<file path="src/rtl/ifetch_seq_if.sv">
// Instruction-memory read port shared by the fetch sequencer and the memory model.
interface ifetch_seq_if;
   logic [15:0] mem_addr;
   logic        mem_rd;
   logic        mem_rdy;
   logic [15:0] mem_data;

   modport master (output mem_addr, output mem_rd, input mem_rdy, input mem_data);
   modport slave  (input mem_addr, input mem_rd, output mem_rdy, output mem_data);
endinterface

</file>
<file path="src/rtl/ifetch_seq.sv">
// Instruction fetch sequencer: IDLE -> REQ -> LOAD -> WAIT.
// Optional memory timeout is enabled by defining IFETCH_TIMEOUT_EN.
module ifetch_seq #(
   parameter logic [15:0] RESET_PC = 16'h0000
) (
   input  logic          clk,
   input  logic          clr,
   input  logic          run,
   input  logic          next_req,
   input  logic          pc_load,
   input  logic [15:0]   pc_val,
   output logic [15:0]   ir_data,
   output logic          en_ir,
   output logic          busy,
   output logic          fetch_err,
   ifetch_seq_if.master  mem
);

   typedef enum logic [1:0] {S_IDLE, S_REQ, S_LOAD, S_WAIT} state_t;

   state_t      state, state_nxt;
   logic [15:0] pc;
   logic        timeout;

   // NOTE: sequential state uses non-blocking assignments so every register samples pre-edge values.
   always_ff @(posedge clk or negedge clr) begin
      if (!clr) state <= S_IDLE;
      else      state <= state_nxt;
   end

   // NOTE: default assignment first so no path through the case infers a latch.
   always_comb begin
      state_nxt = state;
      case (state)
         S_IDLE:  if (run) state_nxt = S_REQ;
         S_REQ:   if (mem.mem_rdy) state_nxt = S_LOAD;
                  else if (timeout) state_nxt = S_IDLE;
         S_LOAD:  state_nxt = S_WAIT;
         S_WAIT:  if (next_req) state_nxt = run ? S_REQ : S_IDLE;
         default: state_nxt = S_IDLE;
      endcase
   end

   always_comb begin
      mem.mem_addr = pc;
      mem.mem_rd   = (state == S_REQ);
      en_ir        = (state == S_LOAD);
      busy         = (state != S_IDLE);
   end

   // pc_load is honoured only in IDLE and, together with next_req, in WAIT.
   always_ff @(posedge clk or negedge clr) begin
      if (!clr) begin
         pc      <= RESET_PC;
         ir_data <= 16'h0000;
      end else begin
         case (state)
            S_IDLE:  if (pc_load) pc <= pc_val;
            S_REQ:   if (mem.mem_rdy) ir_data <= mem.mem_data;
            S_LOAD:  pc <= pc + 16'd1;
            S_WAIT:  if (next_req && pc_load) pc <= pc_val;
            default: ;
         endcase
      end
   end

`ifdef IFETCH_TIMEOUT_EN
   logic [7:0] wait_cnt;

   // The 255th consecutive stalled REQ cycle is the one that trips the timeout.
   assign timeout = (state == S_REQ) && !mem.mem_rdy && (wait_cnt == 8'd254);

   always_ff @(posedge clk or negedge clr) begin
      if (!clr) begin
         wait_cnt  <= 8'd0;
         fetch_err <= 1'b0;
      end else begin
         fetch_err <= timeout;
         if ((state == S_REQ) && !mem.mem_rdy && !timeout) wait_cnt <= wait_cnt + 8'd1;
         else                                              wait_cnt <= 8'd0;
      end
   end
`else
   assign timeout   = 1'b0;
   assign fetch_err = 1'b0;
`endif

endmodule

</file>
<file path="src/flat_wrapper.sv">
// flat-port wrapper written by rule: the top's interface ports become plain ports
module ifetch_seq_flat 
#(
   parameter logic [15:0] RESET_PC = 16'h0000
)
  (clk, clr, run, next_req, pc_load, pc_val, ir_data, en_ir, busy, fetch_err, mem_mem_addr, mem_mem_rd, mem_mem_rdy, mem_mem_data);
  ifetch_seq_if mem_i ();
  input  logic clk;
  input  logic clr;
  input  logic run;
  input  logic next_req;
  input  logic pc_load;
  input  logic [15:0] pc_val;
  output logic [15:0] ir_data;
  output logic en_ir;
  output logic busy;
  output logic fetch_err;
  output wire logic [$bits(mem_i.mem_addr)-1:0] mem_mem_addr;
  output wire logic [$bits(mem_i.mem_rd)-1:0] mem_mem_rd;
  input wire logic [$bits(mem_i.mem_rdy)-1:0] mem_mem_rdy;
  input wire logic [$bits(mem_i.mem_data)-1:0] mem_mem_data;
  assign mem_mem_addr = mem_i.mem_addr;
  assign mem_mem_rd = mem_i.mem_rd;
  assign mem_i.mem_rdy = mem_mem_rdy;
  assign mem_i.mem_data = mem_mem_data;
  ifetch_seq #(.RESET_PC(RESET_PC)) u_core (.clk(clk), .clr(clr), .run(run), .next_req(next_req), .pc_load(pc_load), .pc_val(pc_val), .ir_data(ir_data), .en_ir(en_ir), .busy(busy), .fetch_err(fetch_err), .mem(mem_i));
endmodule
</file>
<file path="config.mk">
export PLATFORM = sky130hd
export DESIGN_NAME = ifetch_seq_flat
export DESIGN_NICKNAME = d
export VERILOG_FILES = /design/src/rtl/ifetch_seq_if.sv /design/src/rtl/ifetch_seq.sv /design/src/flat_wrapper.sv
export SDC_FILE = /design/constraint.sdc
export NUM_CORES = 1
export LEC_CHECK = 0
export CAP_MARGIN = 20
export CORE_MARGIN = 4
export CORE_UTILIZATION = 47
export CTS_CLUSTER_SIZE = 40
export DETAILED_ROUTE_END_ITERATION = 6
export PLACE_DENSITY = 0.95
export SLEW_MARGIN = 20
export SYNTH_ARGS = -nofsm -noshare
export SYNTH_HDL_FRONTEND = slang
export SYNTH_SLANG_ARGS = --single-unit
</file>
<file path="constraint.sdc">
create_clock -name clk -period 3.1 [get_ports clk]
set_input_delay 0.465 -clock clk [delete_from_list [all_inputs] [get_ports clk]]
set_output_delay 0.465 -clock clk [all_outputs]
set_load 0.005 [all_outputs]
</file>
==> reports/results.tsv <==
stage	metric	value	unit
floorplan	row cnt	22	
critical_path	Critical Path End Type	output port	
clock_network	# Post-CTS Setup Buffers	0	
critical_path	crit start category	flip-flop	
logic_synthesis	Seq/Total Area, Yosys	0.457	
floorplan	core area	3740	µm²
critical_path	setup slack, reg-to-reg	1.11	ns
critical_path	Worst EP required	2.63	ns
route	First DRT Iteration DRCs	215	
critical_path	R2R Path End	u_core.mem.mem_addr[13]	
logic_synthesis	number of enable flip-flop cells after synthesis	0	
finish	Layout Cells excl Fill	299	
logic_synthesis	Synth Area in XOR/XNOR	0	
logic_synthesis	Synth Instances	180	
place	post-detail-place hpwl	3.46	mm
logic_synthesis	Syn Nets	225	
logic_synthesis	top-count cell post-synth	dfrtp_1	
route	TritonRoute pass-1 iters	4	
route	ANT nets after route	0	
logic_synthesis	Post-Synth Adder-Cell Area	0.0470	
logic_synthesis	Post-synth ARST share	1.00	
critical_path	worst-path cell chain	inv_1, ha_1, inv_1, clkdlybuf4s50_1	
clock_network	clk buf depth	2	
global_route	vias in the first global route	1709	
global_route	largest net degree at the start of global routing	43	
sta	minimum clock period	2.08	ns
clock_network	clock slew at reported path FFs	0.07	ns
global_route	remaining global-route overflow	0	
logic_synthesis	Yosys top cell area share	0.457	
logic_synthesis	largest family of logic cells by synthesized area	compound AO/OA/AOI/OAI gates	
critical_path	slowest stage delay, CP	0.49	ns
finish	area delta synth->final	45.2	%
sta	Final period util	0.670	
job	Max Cap Viol	0	
route	drt total wl	4.65	mm
critical_path	r2r worst-path depth	7	
clock_network	H-tree levels	2	
clock_network	CTS root buf	clkbuf_8	
sta	Final Setup Violations	0	
logic_synthesis	#FFs+latches synth	34	
hold_path	worst hold start	u_core.ir_data[13]	
critical_path	most used cell, CP	inv_1	
sta	Final Skew	0.00536	ns
route	vias	1689	
place	Setup WS pre-CTS	0.691	ns
sta	Hold Vio Cnt, Final	0	
clock_network	post-CTS resize count	0	
logic_synthesis	post-synthesis mux area share	0.119	
logic_synthesis	Compound-Gate Fraction of Synth Area	0.173	
floorplan	Die W	70.9	µm
route	residual DRC count	0	
critical_path	reg2reg start	u_core.state[1]	
sta	maximum operating frequency	0.481	GHz
clock_network	Inserted Clock Buffers	5	
route	Vias per Instance	5.65	
critical_path	WP buf/inv	3	
floorplan	Initial Util	0.497	
sta	RSZ-0062 raised after global routing	no	
place	placed cells	291	
logic_synthesis	ys flop type	dfrtp_1	
logic_synthesis	Synth Area in Simple Gates	0.157	
sta	setup TNS	0	ns
hold_path	Worst Hold Endpoint	u_core.ir_data[13]	
floorplan	Die Y	70.9	µm
logic_synthesis	most area-consuming cells after synthesis	dfrtp_1 (46%), mux2_2 (10%), ha_1 (4.7%), a21oi_1 (4.6%), nand3_1 (3.2%)	
run_status	status	finished, final reports clean	
place	port bufs	72	
floorplan	die area	5030	µm²
hold_path	HP Class	reg -> reg	
logic_synthesis	mean area per synthesized cell	10.3	µm²
clock_network	CTS Hold Bufs	0	
clock_network	clock sink count	34	
critical_path	Top delay family on crit path	buffers and inverters	
logic_synthesis	cell taking the most area after synthesis	dfrtp_1	
global_route	GRT Overall Usage	0.195	
global_route	first-pass GRT wire length	7.92	mm
critical_path	Slowest-stage cell, CP	clkdlybuf4s50_1	
global_route	number of antenna violations at the first check in global routing	0	
logic_synthesis	Commonest cells post-synth	dfrtp_1 (34), a21oi_1 (17), mux2_2 (17)	
critical_path	WS Path Type	reg -> out	
sta	Max Transition Viols Final	0	
finish	layout cells sized above 1	0.135	
sta	final setup margin	1.02	ns
place	routability cong.	0.869	
critical_path	CP arrival	1.61	ns
route	Avg WL per Cell	15.6	µm
sta	slew at the pin closest to its max-slew limit	0.642	ns
logic_synthesis	Yosys Warn Count	0	
power	pwr dens	1020	nW/µm²
sta	Slew headroom	0.569	
finish	FILL cells	271	
clock_network	CTS tree	yes	
clock_network	clock latency on the worst-skew pair	0.29	ns
power	Leak	1.09	nW
floorplan	Ports	74	
finish	Nets	295	
logic_synthesis	synth unique cells	43	
power	peak supply drop	619	µV
critical_path	CP max FO	5	
finish	ant diodes	0	
logic_synthesis	Cell Area, Synth	1860	µm²
hold_path	Hold Crit Depth	1	
[flip-flops by register name, indices dropped and copies added (netlist names)]
name	flops
u_core.mem.mem_addr	16
u_core.ir_data	16
u_core.state	2
[where the power goes]
part / total, mW / internal, mW / switching (mW) / leakage [nW]
Clock: 0.346 / 0.179 / 0.167 / 0.0472
Combinational: 1.51 / 0.865 / 0.647 / 0.646
Sequential: 0.907 / 0.679 / 0.228 / 0.394
[placed cells by master, fill, tap and decap left out, drive strengths merged, types with 3 or more instances in the layout]
master	synthesis	layout
clkdlybuf4s50	0	72
dfrtp	34	34
mux2	17	17
a21oi	17	17
nand3	12	12
nand2	11	11
ha	7	7
nor2	6	6
o21ai	6	6
clkbuf	5	6
inv	5	5
nand2b	5	5
nand4	5	5
a2bb2oi	4	4
o22a	4	4
o22ai	3	3
a31oi	3	3
mux2i	3	3
buf	7	3
and4	3	3
[area by class of cell]
type / count / area [µm²] / area share
flip-flops and latches: 34 / 851 / 0.315
well taps: 48 / 60.1 / 0.0222
repair buffers: 75 / 743 / 0.275
multi-input cells: 129 / 935 / 0.346
clock buffers: 6 / 82.6 / 0.0306
clock inverters: 2 / 12.5 / 0.00463
inverters: 5 / 18.8 / 0.00694
[metal layers]
layer  share of wire  global-route usage  up-vias  wire length (µm)
li1                -                   -      809                 -
met1            0.39               0.230      799              1810
met5               0                   0        -                 0
met4           0.012              0.0585        0                56
met3            0.12               0.102        7               581
met2            0.47               0.310       74              2200
[per-stage QoR]
step	hold WS [ns]	utilization	cell area (µm²)	power (mW)
floorplan	0.169	-	1860	1.72
global placement	0.487	0.695	2600	2.35
detailed placement	0.495	0.695	2600	2.42
CTS	0.510	0.720	2700	2.78
global route	0.529	0.722	2700	3.00
finish	0.506	0.722	2700	2.76
[logic make-up after synthesis]
logic type / count (synthesis)
AO/OA/AOI/OAI: 49
adder cells (fa/ha/maj): 7
buffers and inverters: 17
flip-flops: 34
multiplexers: 20
other: 1
AND/OR/NAND/NOR: 52
[worst max path at each step]
| stage | endpoint | from | cells after the start | slack [ns] |
|---|---|---|---|---|
| 2_1_floorplan | u_core.ir_data[0] | u_core.state[1] | 5 | 1.37 |
| 3_3_place_gp | u_core.mem.mem_addr[15] | next_req | 5 | 0.80 |
| 3_5_place_dp | u_core.mem.mem_addr[15] | pc_load | 5 | 0.69 |
| 4_1_cts | u_core.mem.mem_addr[15] | u_core.state[1] | 5 | 0.97 |
| 5_1_grt | busy | u_core.state[0] | 4 | 0.91 |
| 6_report | busy | u_core.state[0] | 4 | 1.02 |
Note: power is estimated with default switching activity, not from simulation.
